$ cat config.mk
export PLATFORM = sky130hd
export DESIGN_NAME = mul_issuer
export DESIGN_NICKNAME = d
export VERILOG_FILES = /design/src/rtl/mul_pkg.sv /design/src/rtl/mul_watchdog.sv /design/src/rtl/mul_issuer.sv
export SDC_FILE = /design/constraint.sdc
export NUM_CORES = 1
export LEC_CHECK = 0
export BUFFER_PORTS_ARGS = -buffer_cell sky130_fd_sc_hd__clkbuf_2
export CAP_MARGIN = 40
export CORE_ASPECT_RATIO = 0.7
export CORE_MARGIN = 2
export CORE_UTILIZATION = 45
export CTS_BUF_LIST = sky130_fd_sc_hd__clkbuf_4 sky130_fd_sc_hd__clkbuf_8
export CTS_CLUSTER_DIAMETER = 200
export DETAILED_ROUTE_END_ITERATION = 12
export HOLD_SLACK_MARGIN = 0.06
export PLACE_DENSITY = 0.68
export SLEW_MARGIN = 15
export SYNTH_ARGS = -nofsm -noshare
export SYNTH_HDL_FRONTEND = slang
export SYNTH_SLANG_ARGS = --single-unit
$ cat constraint.sdc
create_clock -name clk -period 2.68 [get_ports clk]
set_input_delay 0.134 -clock clk [delete_from_list [all_inputs] [get_ports clk]]
set_output_delay 0.134 -clock clk [all_outputs]
set_load 0.005 [all_outputs]
$ cat src/rtl/mul_pkg.sv
// Shared definitions for the sequential-multiplier issuer: default widths,
// the default watchdog limit and the issuer state encoding.
package mul_pkg;

  localparam int MUL_OP_W    = 4;
  localparam int MUL_PROD_W  = 8;
  localparam int MUL_TIMEOUT = 15;

  typedef enum logic [1:0] {
    IDLE = 2'd0,
    LOAD = 2'd1,
    WAIT = 2'd2,
    HOLD = 2'd3
  } mul_iss_state_e;

endpackage

$ cat src/rtl/mul_watchdog.sv
// WAIT-phase cycle counter for the multiplier issuer; flags an operation that
// has used up its TIMEOUT budget of WAIT cycles.
module mul_watchdog
  import mul_pkg::*;
#(
  parameter int TIMEOUT = MUL_TIMEOUT
) (
  input  logic clk,
  input  logic rst,
  input  logic clr,
  input  logic en,
  output logic expired
);

  logic [7:0] cnt_q;
  logic [7:0] cnt_d;

  always_comb begin
    cnt_d = cnt_q;
    if (clr) begin
      cnt_d = 8'd0;
    end else if (en && (cnt_q != 8'hFF)) begin
      cnt_d = cnt_q + 8'd1;
    end
  end

  // Raised in the WAIT cycle whose closing edge brings the count to TIMEOUT,
  // so the owner can act on that same edge.
  assign expired = (({1'b0, cnt_q} + 9'd1) == 9'(TIMEOUT));

  always_ff @(posedge clk or posedge rst) begin
    if (rst) begin
      cnt_q <= 8'd0;
    end else begin
      cnt_q <= cnt_d;
    end
  end

endmodule

$ cat src/rtl/mul_issuer.sv
// Initiator-side controller for the 4-bit sequential multiplier: takes operand
// pairs from a valid/ready stream, launches the multiplier and returns results.
module mul_issuer
  import mul_pkg::*;
#(
  parameter int OP_W    = MUL_OP_W,
  parameter int PROD_W  = MUL_PROD_W,
  parameter int TIMEOUT = MUL_TIMEOUT
) (
  input  logic              clk,
  input  logic              rst,
  input  logic              in_valid,
  output logic              in_ready,
  input  logic [OP_W-1:0]   in_a,
  input  logic [OP_W-1:0]   in_b,
  output logic [OP_W-1:0]   a,
  output logic [OP_W-1:0]   b,
  output logic              load,
  input  logic              op_ready,
  input  logic [PROD_W-1:0] product,
  output logic              res_valid,
  input  logic              res_ready,
  output logic [PROD_W-1:0] res_product,
  output logic              res_timeout,
  output logic [7:0]        op_count
);

  mul_iss_state_e state_q, state_d;
  logic [OP_W-1:0]   a_q, a_d;
  logic [OP_W-1:0]   b_q, b_d;
  logic [PROD_W-1:0] res_product_q, res_product_d;
  logic              res_timeout_q, res_timeout_d;
  logic [7:0]        op_count_q, op_count_d;
  logic              live_q, live_d;
  logic              wd_clr;
  logic              wd_en;
  logic              wd_expired;

  // Keeps in_ready low until the first clock edge after reset release.
  assign live_d = 1'b1;

  assign wd_clr = (state_q == LOAD);
  assign wd_en  = (state_q == WAIT);

  mul_watchdog #(
    .TIMEOUT (TIMEOUT)
  ) u_watchdog (
    .clk     (clk),
    .rst     (rst),
    .clr     (wd_clr),
    .en      (wd_en),
    .expired (wd_expired)
  );

  always_comb begin
    state_d       = state_q;
    a_d           = a_q;
    b_d           = b_q;
    res_product_d = res_product_q;
    res_timeout_d = res_timeout_q;
    op_count_d    = op_count_q;
    in_ready      = 1'b0;
    load          = 1'b0;
    res_valid     = 1'b0;
    case (state_q)
      IDLE: begin
        in_ready = live_q;
        if (in_valid && live_q) begin
          a_d     = in_a;
          b_d     = in_b;
          state_d = LOAD;
        end
      end
      LOAD: begin
        load    = 1'b1;
        state_d = WAIT;
      end
      WAIT: begin
        // A completion arriving on the expiry cycle still counts as a product.
        if (op_ready) begin
          res_product_d = product;
          res_timeout_d = 1'b0;
          op_count_d    = op_count_q + 8'd1;
          state_d       = HOLD;
        end else if (wd_expired) begin
          res_product_d = '0;
          res_timeout_d = 1'b1;
          state_d       = HOLD;
        end
      end
      HOLD: begin
        res_valid = 1'b1;
        if (res_ready) begin
          state_d = IDLE;
        end
      end
      default: state_d = IDLE;
    endcase
  end

  always_ff @(posedge clk or posedge rst) begin
    if (rst) begin
      state_q       <= IDLE;
      a_q           <= '0;
      b_q           <= '0;
      res_product_q <= '0;
      res_timeout_q <= 1'b0;
      op_count_q    <= 8'd0;
      live_q        <= 1'b0;
    end else begin
      state_q       <= state_d;
      a_q           <= a_d;
      b_q           <= b_d;
      res_product_q <= res_product_d;
      res_timeout_q <= res_timeout_d;
      op_count_q    <= op_count_d;
      live_q        <= live_d;
    end
  end

  assign a           = a_q;
  assign b           = b_q;
  assign res_product = res_product_q;
  assign res_timeout = res_timeout_q;
  assign op_count    = op_count_q;

endmodule
---- Word level (Yosys, flattened, before mapping) ----
Index checks and enable logic that the tools add are counted.
operators by class
  add/sub/neg operators ................... 3
  reductions and logical operators ........ 9
  muxes and demuxes ....................... 14
  equality and inequality tests ........... 8
operators by type and width
  operator             count
  $mux 8               4
  $add 8x1->8 const B  2
  $add 8x1->9 const B  1
  $eq 9x4->1 const B   1
  $mux 2               4
  $ne 8x8->1 const B   1
  $pmux 2 s4           1
  $reduce_and 2->1     3
  $mux 1               5
  $eq 2x2->1 const B   2
  $ne 2x2->1 const B   2
  $reduce_bool 2->1    2
  $ne 3x3->1 const B   1
  $reduce_and 3->1     1
  $eq 2x1->1 const B   1
  $logic_and 1x1->1    2
  $logic_not 2->1      1
storage, ports and cells
  output and inout bits ................... 28
  input bits .............................. 21
  register bits after elaboration ......... 36

---- Longest topological paths before layout ----
Gate-level depths: netlist of run 1.
  depth in word-level cells ............... 5
  mapped depth ............................ 7

---- Modules after synthesis ----
From an unflattened synthesis of run 1, not the netlist that was laid out.
second synthesis, totals
  cell total of the unflattened synthesis .. 140
  area, all modules ....................... 1754.2 µm²
by module, submodules not included
  module        area an instance (µm²)  cells an instance  seq. area each (µm²)  instances
  mul_issuer    1162.4                  83                 700.7                 1
  mul_watchdog  591.8                   57                 200.2                 1

---- Worst setup path before layout of run 1 ----
No wires, ideal clock.
  path kind ............................... register to register
  start ................................... reg u_watchdog.cnt_q[0]
  end ..................................... reg state_q[1]
  arrival ................................. 1.753 ns
  clock period less this slack ............ 1.881 ns
  setup slack ............................. 0.799 ns
  path buffers ............................ 0
  data required time ...................... 2.552 ns
  cell stages (with the launch flop) ...... 6
  path through ............................ dfrtp_1 ha_1 nand2_2 o41a_1 o31ai_2 mux2_1
between the ends
  cells in the longest elaborated chain, start to end .. 4
RTL lines
  item                        line                RTL
  from (decl)                 mul_watchdog.sv:15  logic [7:0] cnt_q;
  from (signal assigned)      mul_watchdog.sv:35  cnt_q <= cnt_d;
  $add 8x1->9                 mul_watchdog.sv:29  assign expired = (({1'b0, cnt_q} + 9'd1) == 9'(TIMEOUT));
  $eq 9x4->1                  mul_watchdog.sv:29
  $ne 3x3->1 (no line)        --
  $reduce_and 3->1 (no line)  --
  to (signal assigned)        mul_issuer.sv:111   state_q <= state_d;
  to (decl)                   mul_issuer.sv:28    mul_iss_state_e state_q, state_d;
Every way passes these cells.
A chain may end at the register's enable or synchronous reset.

---- Worst setup path after layout of run 1 ----
  start ................................... reg state_q[0]
  end ..................................... reg op_count_q[7], in the netlist op_count[7]
between the ends
  cells in the longest elaborated chain, start to end .. 2
RTL lines
  item                        line               RTL
  $eq 2x2->1                  mul_issuer.sv:65   case (state_q)
  $reduce_and 2->1 (no line)  --
  to (signal assigned)        mul_issuer.sv:116  op_count_q <= op_count_d;
  to (decl)                   mul_issuer.sv:33   logic [7:0] op_count_q, op_count_d;
Every way passes these cells.

==> results of run 1 <==
==> where the power goes <==
group	total, mW	internal (mW)	switching (mW)
registers	0.909	0.739	0.170
logic	0.792	0.401	0.390
clock network	0.407	0.230	0.177
==> placed cells by master, fill, tap and decap left out, types with 3 or more instances in the layout <==
master / count
a22oi_1: 8
clkbuf_2: 48
clkbuf_8: 6
dfrtp_1: 36
ha_1: 8
inv_1: 6
mux2_2: 9
nand2_1: 11
nand2b_1: 9
nand4_1: 3
nor2_1: 13
o21ai_0: 12
xnor2_1: 9
xor2_1: 5
==> synthesized netlist by cell type, types with 2 or more instances <==
cell / count
dfrtp_1: 36
nor2_1: 13
o21ai_0: 12
nand2_1: 11
mux2_2: 9
nand2b_1: 9
xnor2_1: 9
a22oi_1: 8
ha_1: 8
inv_1: 6
xor2_1: 5
nand4_1: 3
a21oi_1: 2
a2bb2oi_1: 2
and2_1: 2
buf_1: 2
nor3b_1: 2
==> cell families (layout without fill, tap and decap cells) <==
group / count (synthesis) / after routing / synth area share (%)
simple gates: 47 / 47 / 13.7
flops: 36 / 36 / 51.9
compound gates: 31 / 31 / 12.2
xor+xnor: 14 / 14 / 7.06
mux: 11 / 11 / 7.06
buf+inv: 10 / 65 / 2.16
fa+ha+maj: 8 / 8 / 5.76
other cells: 1 / 1 / 0.216
==> metal layers <==
| layer | global-route usage (%) | share of wire, % | vias up |
|---|---|---|---|
| li1 | - | - | 656 |
| met1 | 22.9 | 45 | 647 |
| met2 | 31.7 | 48 | 43 |
| met3 | 4.71 | 4.8 | 5 |
| met4 | 7.27 | 1.5 | 0 |
| met5 | 0 | 0 | - |
==> worst paths after layout <==
path | from | endpoint | slack [ns] | depth (start not counted)
min in group asynchronous | rst | a[0]$_DFFE_PP0P_ | 0.48 | 4
worst min register to register | op_count[7]$_DFFE_PP0P_ | op_count[7]$_DFFE_PP0P_ | 0.47 | 1
max in group asynchronous | rst | res_product[6]$_DFFE_PP0P_ | 1.88 | 4
worst max-delay path | state_q[0]$_DFFE_PP0P_ | op_count[7]$_DFFE_PP0P_ | 0.59 | 7
worst max register to register | state_q[0]$_DFFE_PP0P_ | op_count[7]$_DFFE_PP0P_ | 0.59 | 7
worst min-delay path | in_a[1] | a[1]$_DFFE_PP0P_ | 0.08 | 2
==> state kept, by name, summed over array words and instances (netlist names) <==
register	flops
op_count	8
live_q	1
res_timeout	1
b	4
state_q	2
res_product	8
u_watchdog.cnt_q	8
a	4
==> critical path, cell delays in order (launching register included) <==
cell,delay (ns)
dfrtp_1,0.42
inv_1,0.12
ha_1,0.28
and2_1,0.48
nand4_1,0.22
nor2_1,0.21
nand3_1,0.11
xnor2_1,0.13
==> stage by stage <==
step | utilization, % | hold WS, ns
after CTS | 59.5 | 0.0717
after global routing | 59.5 | 0.0853
after detailed placement | 56.5 | 0.250
after global placement | 56.5 | 0.232
after floorplan | - | 0.273
final | 59.5 | 0.0778
==> what timing repair did <==
| item | 4_1_cts | 5_1_grt |
|---|---|---|
| endpoints found under the hold margin | 36 | 0 |
| buffers inserted | 0 | 0 |
| gates resized for setup | 0 | 0 |
| hold buffers | 1 | 0 |
==> final cells by class <==
type                            count  area share [%]
Clock buffer                        8            4.55
Multi-Input combinational cell    112            37.2
Inverter                            7            1.23
Sequential cell                    36            42.0
Tap cell                           50            2.92
Timing Repair Buffer               50            12.0
==> results.ini, run 1 <==
[worst_setup_path]
critical_path_class=flip-flop to flip-flop
crit_path_start_kind=flip-flop
critical_path_arrival_ns=2.26
cp_max_fo=13
cp.required_ns=2.85
end_kind=flip-flop

[final_layout]
num_antenna_cells=0
syn_to_final_growth_pct=23.4
seqCellArea_um2=901
drive_above_1_share_pct=32.4
multi_input_comb_area_um2=798
stdcell_area_um2=2140
instances_no_fill=263
n_fill_cell=322
nets=241

[logic_synthesis]
synth_edf_count=0
syn_inst=158
synth_top_area_cell=dfrtp_1
synth_fp_nets=187
synth_cell_types=36
ys.flop_type=dfrtp_1
ys_ff_latch=36
avgSynthCellArea_um2=11.0
synth.area.top_cells=dfrtp_1 (52%), mux2_2 (5.8%), ha_1 (5.8%), xnor2_1 (4.5%), o21ai_0 (3.5%)
synth_async_sr_flop_share_pct=100
seq_area_frac_synth_pct=51.9
yosys_warnings=0
synth_top_area_share_pct=51.9
synth_area_um2=1740

[timing]
max-slew-margin-rel_pct=60.7
setup_violations=0
skew_ns=0.00797
fin_crit_ns=2.09
setup_slack_ns=0.586
fmax_ghz=0.478
tightest_slew_ns=0.580
rsz0062_at_grt=no
fin_crit_sh_pct=78.1
finalHoldViolations=0
timing.setup.tns_ns=0
maxSlewViolCount=0

[placed_design]
numPortBuffers=48
post_dp_cell_area_um2=2040
dp_cells=254
dp_slack_ns=0.613
gp_congestion=0.781
dp_hpwl_um=2810

[detailed_routing]
vias=1351
dr.pass1.iters=4
drc_errors=0
drt_first_iter_violations=80
ant_nets=0
avgRoutedWirePerCell_um=14.2
vias_per_cell=5.14
finalWirelength_um=3750

[grt]
grt_pass1_wl_um=6270
gr-total-overflow=0
grt_start_max_net_pins=37
grt_pass1_vias=1364
antenna_found_initial=0
grt.total_usage_pct=18.6

[cts]
cts_root_buffer=clkbuf_8
cts_tree=done
ctsHtreeMaxLevel=2
clk_pin_slew_ns=0.07
cts_max_path_buffers=2
cts-buffers-inserted=5
cts_num_sinks=36
clk_latency_ns=0.28

[worst_hold_path]
hold_class=primary input to flip-flop

[flow_run]
drv_cap=0

[pwr]
leakagePower_nw=1.02
pwr_density_cell_nw_per_um2=983
ir_worst_vdd_uv=530
finalPower_mw=2.11

[status]
status=completed

[floorplan]
die_w_um=78.3
initial_core_util_pct=48.2
io_pins=49
die_h_um=56.0
rows=18
coreArea_um2=3600
die_area_um2=4380

No activity file was read; power rests on OpenSTA's default activity.
==> run 2, diff against run 1 <==
Settings changed: ABC_AREA set to 1, PLACE_DENSITY 0.68 to 0.67.
Clock period 2.68 ns to 1.95 ns, I/O delays scaled along.
==> run 2 against run 1 <==
Wire length grew 2.6%. Maximum frequency grew 25%. Cell area grew 12%. Global-route usage grew 0.47 points. Worst setup slack lost 0.31 ns. Highest routed layer unchanged. Die area grew 3.5%. Critical endpoint is now state_q[1]$_DFFE_PP0P_. Sequential power grew 33%.
==> results.ini, run 2 <==
[worst_setup_path]
r2r_start=u_watchdog.cnt_q[1]$_DFFE_PP0P_  ; was state_q[0]$_DFFE_PP0P_
r2r_end=state_q[1]$_DFFE_PP0P_  ; was op_count[7]$_DFFE_PP0P_
crit_path_start_kind=flip-flop  ; unchanged
critical_path_class=flip-flop to flip-flop  ; unchanged
reg2regPathDepth=11  ; was 7
end_kind=flip-flop  ; unchanged
cp_max_fo=6  ; was 13
cp.required_ns=2.13  ; was 2.85 ns
crit_start=u_watchdog.cnt_q[1]$_DFFE_PP0P_  ; was state_q[0]$_DFFE_PP0P_
r2r_slack_ns=0.27  ; was 0.59 ns
critical_path_arrival_ns=1.86  ; was 2.26 ns
crit_end=state_q[1]$_DFFE_PP0P_  ; was op_count[7]$_DFFE_PP0P_

[floorplan]
die_area_um2=4530  ; was 4380 um2
die_h_um=56.9  ; was 56.0 um
initial_core_util_pct=46.5  ; was 48.2%
coreArea_um2=3870  ; was 3600 um2
die_w_um=79.6  ; was 78.3 um
rows=19  ; was 18
io_pins=49  ; unchanged

[grt]
grt_pass1_vias=1458  ; was 1364
grt_pass1_wl_um=6610  ; was 6270 um
gr-total-overflow=0  ; unchanged
grt_start_max_net_pins=37  ; unchanged
antenna_found_initial=0  ; unchanged
grt.total_usage_pct=19.1  ; was 18.6%

[cts]
clk_latency_ns=0.29  ; was 0.28 ns
ctsResizeCount=0  ; unchanged
ctsHtreeMaxLevel=2  ; unchanged
cts_tree=done  ; unchanged
cts_root_buffer=clkbuf_8  ; unchanged
cts_hold_repair.buffers=17  ; was 1
cts_max_path_buffers=2  ; unchanged
cts_num_sinks=36  ; unchanged
post-cts-setup-buffer-count=0  ; unchanged
clk_pin_slew_ns=0.07  ; about the same
cts-buffers-inserted=5  ; unchanged

[final_layout]
final_cell_mix=nand2_1 (55), clkbuf_2 (48), dfrtp_1 (36), inv_1 (26)  ; was clkbuf_2 (48), dfrtp_1 (36), nor2_1 (13), o21ai_0 (12), nand2_1 (11)
nets=302  ; was 241
layout_commonest_cell=nand2_1  ; was clkbuf_2
syn_to_final_growth_pct=33.7  ; was 23.4%
num_antenna_cells=0  ; unchanged
stdcell_area_um2=2410  ; was 2140 um2
instances_no_fill=326  ; was 263
final_util_pct=62.2  ; was 59.5%
drive_above_1_share_pct=31.8  ; was 32.4%

[placed_design]
dp_slack_ns=0.296  ; was 0.613 ns
post_dp_cell_area_um2=2130  ; was 2040 um2
dp_hpwl_um=2660  ; was 2810 um
dp_cells=301  ; was 254
numPortBuffers=48  ; unchanged
gp_congestion=0.819  ; was 0.781

[pwr]
finalPower_mw=2.94  ; was 2.11 mW
ir_worst_vdd_uv=816  ; was 530 uV
pwr_density_cell_nw_per_um2=1220  ; was 983 nW/um2
leakagePower_nw=1.27  ; was 1.02 nW

[logic_synthesis]
synth_top_area_cell=dfrtp_1  ; unchanged
synth_cell_types=27  ; was 36
synth_async_sr_flop_share_pct=100  ; unchanged
seq_area_frac_synth_pct=50.0  ; was 51.9%
avgSynthCellArea_um2=9.05  ; was 11.0 um2
synth_fp_nets=228  ; was 187
synth_area_um2=1800  ; was 1740 um2
ys.flop_type=dfrtp_1  ; unchanged
syn_inst=199  ; was 158
synth_most_common_cell=nand2_1  ; was dfrtp_1
synth_top_area_share_pct=50.0  ; was 51.9%
ys_ff_latch=36  ; unchanged
synth_edf_count=0  ; unchanged
yosys_warnings=0  ; unchanged
synth_common_cells=nand2_1 (55), dfrtp_1 (36), inv_1 (26)  ; was dfrtp_1 (36), nor2_1 (13), o21ai_0 (12)
synth.area.top_cells=dfrtp_1 (50%), nand2_1 (11%), ha_1 (5.6%), inv_1 (5.4%), mux2_2 (5.0%)  ; was dfrtp_1 (52%), mux2_2 (5.8%), ha_1 (5.8%), xnor2_1 (4.5%), o21ai_0 (3.5%)

[detailed_routing]
top_layer=met4  ; unchanged
drt_first_iter_violations=75  ; was 80
dr_wl_met2_um=1730  ; was 1800 um
vias=1500  ; was 1351
vias_per_cell=4.60  ; was 5.14
dr.pass1.iters=5  ; was 4
ant_nets=0  ; unchanged
met3_length_um=204  ; was 181 um
met1Wirelength_um=1850  ; was 1700 um
avgRoutedWirePerCell_um=11.8  ; was 14.2 um
finalWirelength_um=3840  ; was 3750 um
drc_errors=0  ; unchanged

[worst_hold_path]
hold_class=primary input to flip-flop  ; unchanged
hp-start=op_ready  ; was in_a[1]

[timing]
maxSlewViolCount=0  ; unchanged
finalHoldViolations=0  ; unchanged
whs_ns=0.196  ; was 0.0778 ns
fmax_ghz=0.596  ; was 0.478 GHz
setup_slack_ns=0.272  ; was 0.586 ns
timing.setup.tns_ns=0  ; unchanged
skew_ns=0.0101  ; was 0.00797 ns
fin_crit_sh_pct=86.1  ; was 78.1%
setup_violations=0  ; unchanged
fin_crit_ns=1.68  ; was 2.09 ns
rsz0062_at_grt=no  ; unchanged

[flow_run]
drv_cap=0  ; unchanged

[status]
status=completed  ; unchanged

run 2: cell count changes in the layout (fill, tap and decap cells not counted), sizes merged, moves of 7 or more:
cell / before / now
nand2: 12 / 61
inv: 6 / 28
nand3: 2 / 20
dlygate4sd3: 1 / 17
nand2b: 9 / 0
a22oi: 8 / 0
xnor2: 9 / 2
run 2: layer usage:
metal / track usage [%] / up-vias
li1: - / 769
met1: 26.1 / 677
met2: 29.8 / 46
met3: 4.75 / 8
met4: 7.14 / 0
met5: 0 / -
run 2: logic make-up (layout without fill, tap and decap cells):
| logic type | after synthesis | count (layout) | synth area share (%) |
|---|---|---|---|
| multiplexers | 8 | 8 | 5.00 |
| buffers and inverters | 30 | 105 | 6.32 |
| adder cells (fa/ha/maj) | 8 | 8 | 5.56 |
| AND/OR/NAND/NOR | 98 | 98 | 26.3 |
| flip-flops | 36 | 36 | 50.0 |
| other | 1 | 1 | 0.208 |
| AO/OA/AOI/OAI | 12 | 12 | 3.68 |
| XOR/XNOR | 6 | 6 | 2.92 |
run 2: area by class of cell:
type | instances | area, um2
repair buffers | 69 | 440
flip-flops and latches | 36 | 901
clock buffers | 5 | 68.8
fillers | 324 | 1470
well taps | 52 | 65.1
clock inverters | 3 | 42.5
inverters | 28 | 105
multi-input cells | 133 | 787
run 2: how the worst min path moves through the flow:
stage,depth (start not counted),slack (ns),to
final,5,0.20,state_q[0]$_DFFE_PP0P_
after global routing,5,0.23,state_q[1]$_DFFE_PP0P_
after CTS,5,0.20,state_q[0]$_DFFE_PP0P_
after detailed placement,3,0.21,b[1]$_DFFE_PP0P_
after global placement,3,0.21,b[1]$_DFFE_PP0P_
after floorplan,2,0.21,res_product[2]$_DFFE_PP0P_
run 2: worst max-delay path, cell delays in order, from the launching register on:
cell and delay, ns:
dfrtp_1 0.44, ha_1 0.24, nand2_2 0.12, nand3_1 0.09, nor2_1 0.17, nand2_2 0.08
nor2_4 0.12, nand2_2 0.06, nand2_2 0.08, nand2_2 0.06, nand2_1 0.06, nand2_1 0.05
run 2: report_power, final:
group / total [mW] / switching, mW / internal [mW]
clock: 0.656 / 0.278 / 0.378
combinational: 1.08 / 0.575 / 0.500
sequential: 1.21 / 0.198 / 1.01
total: 2.94 / 1.05 / 1.89
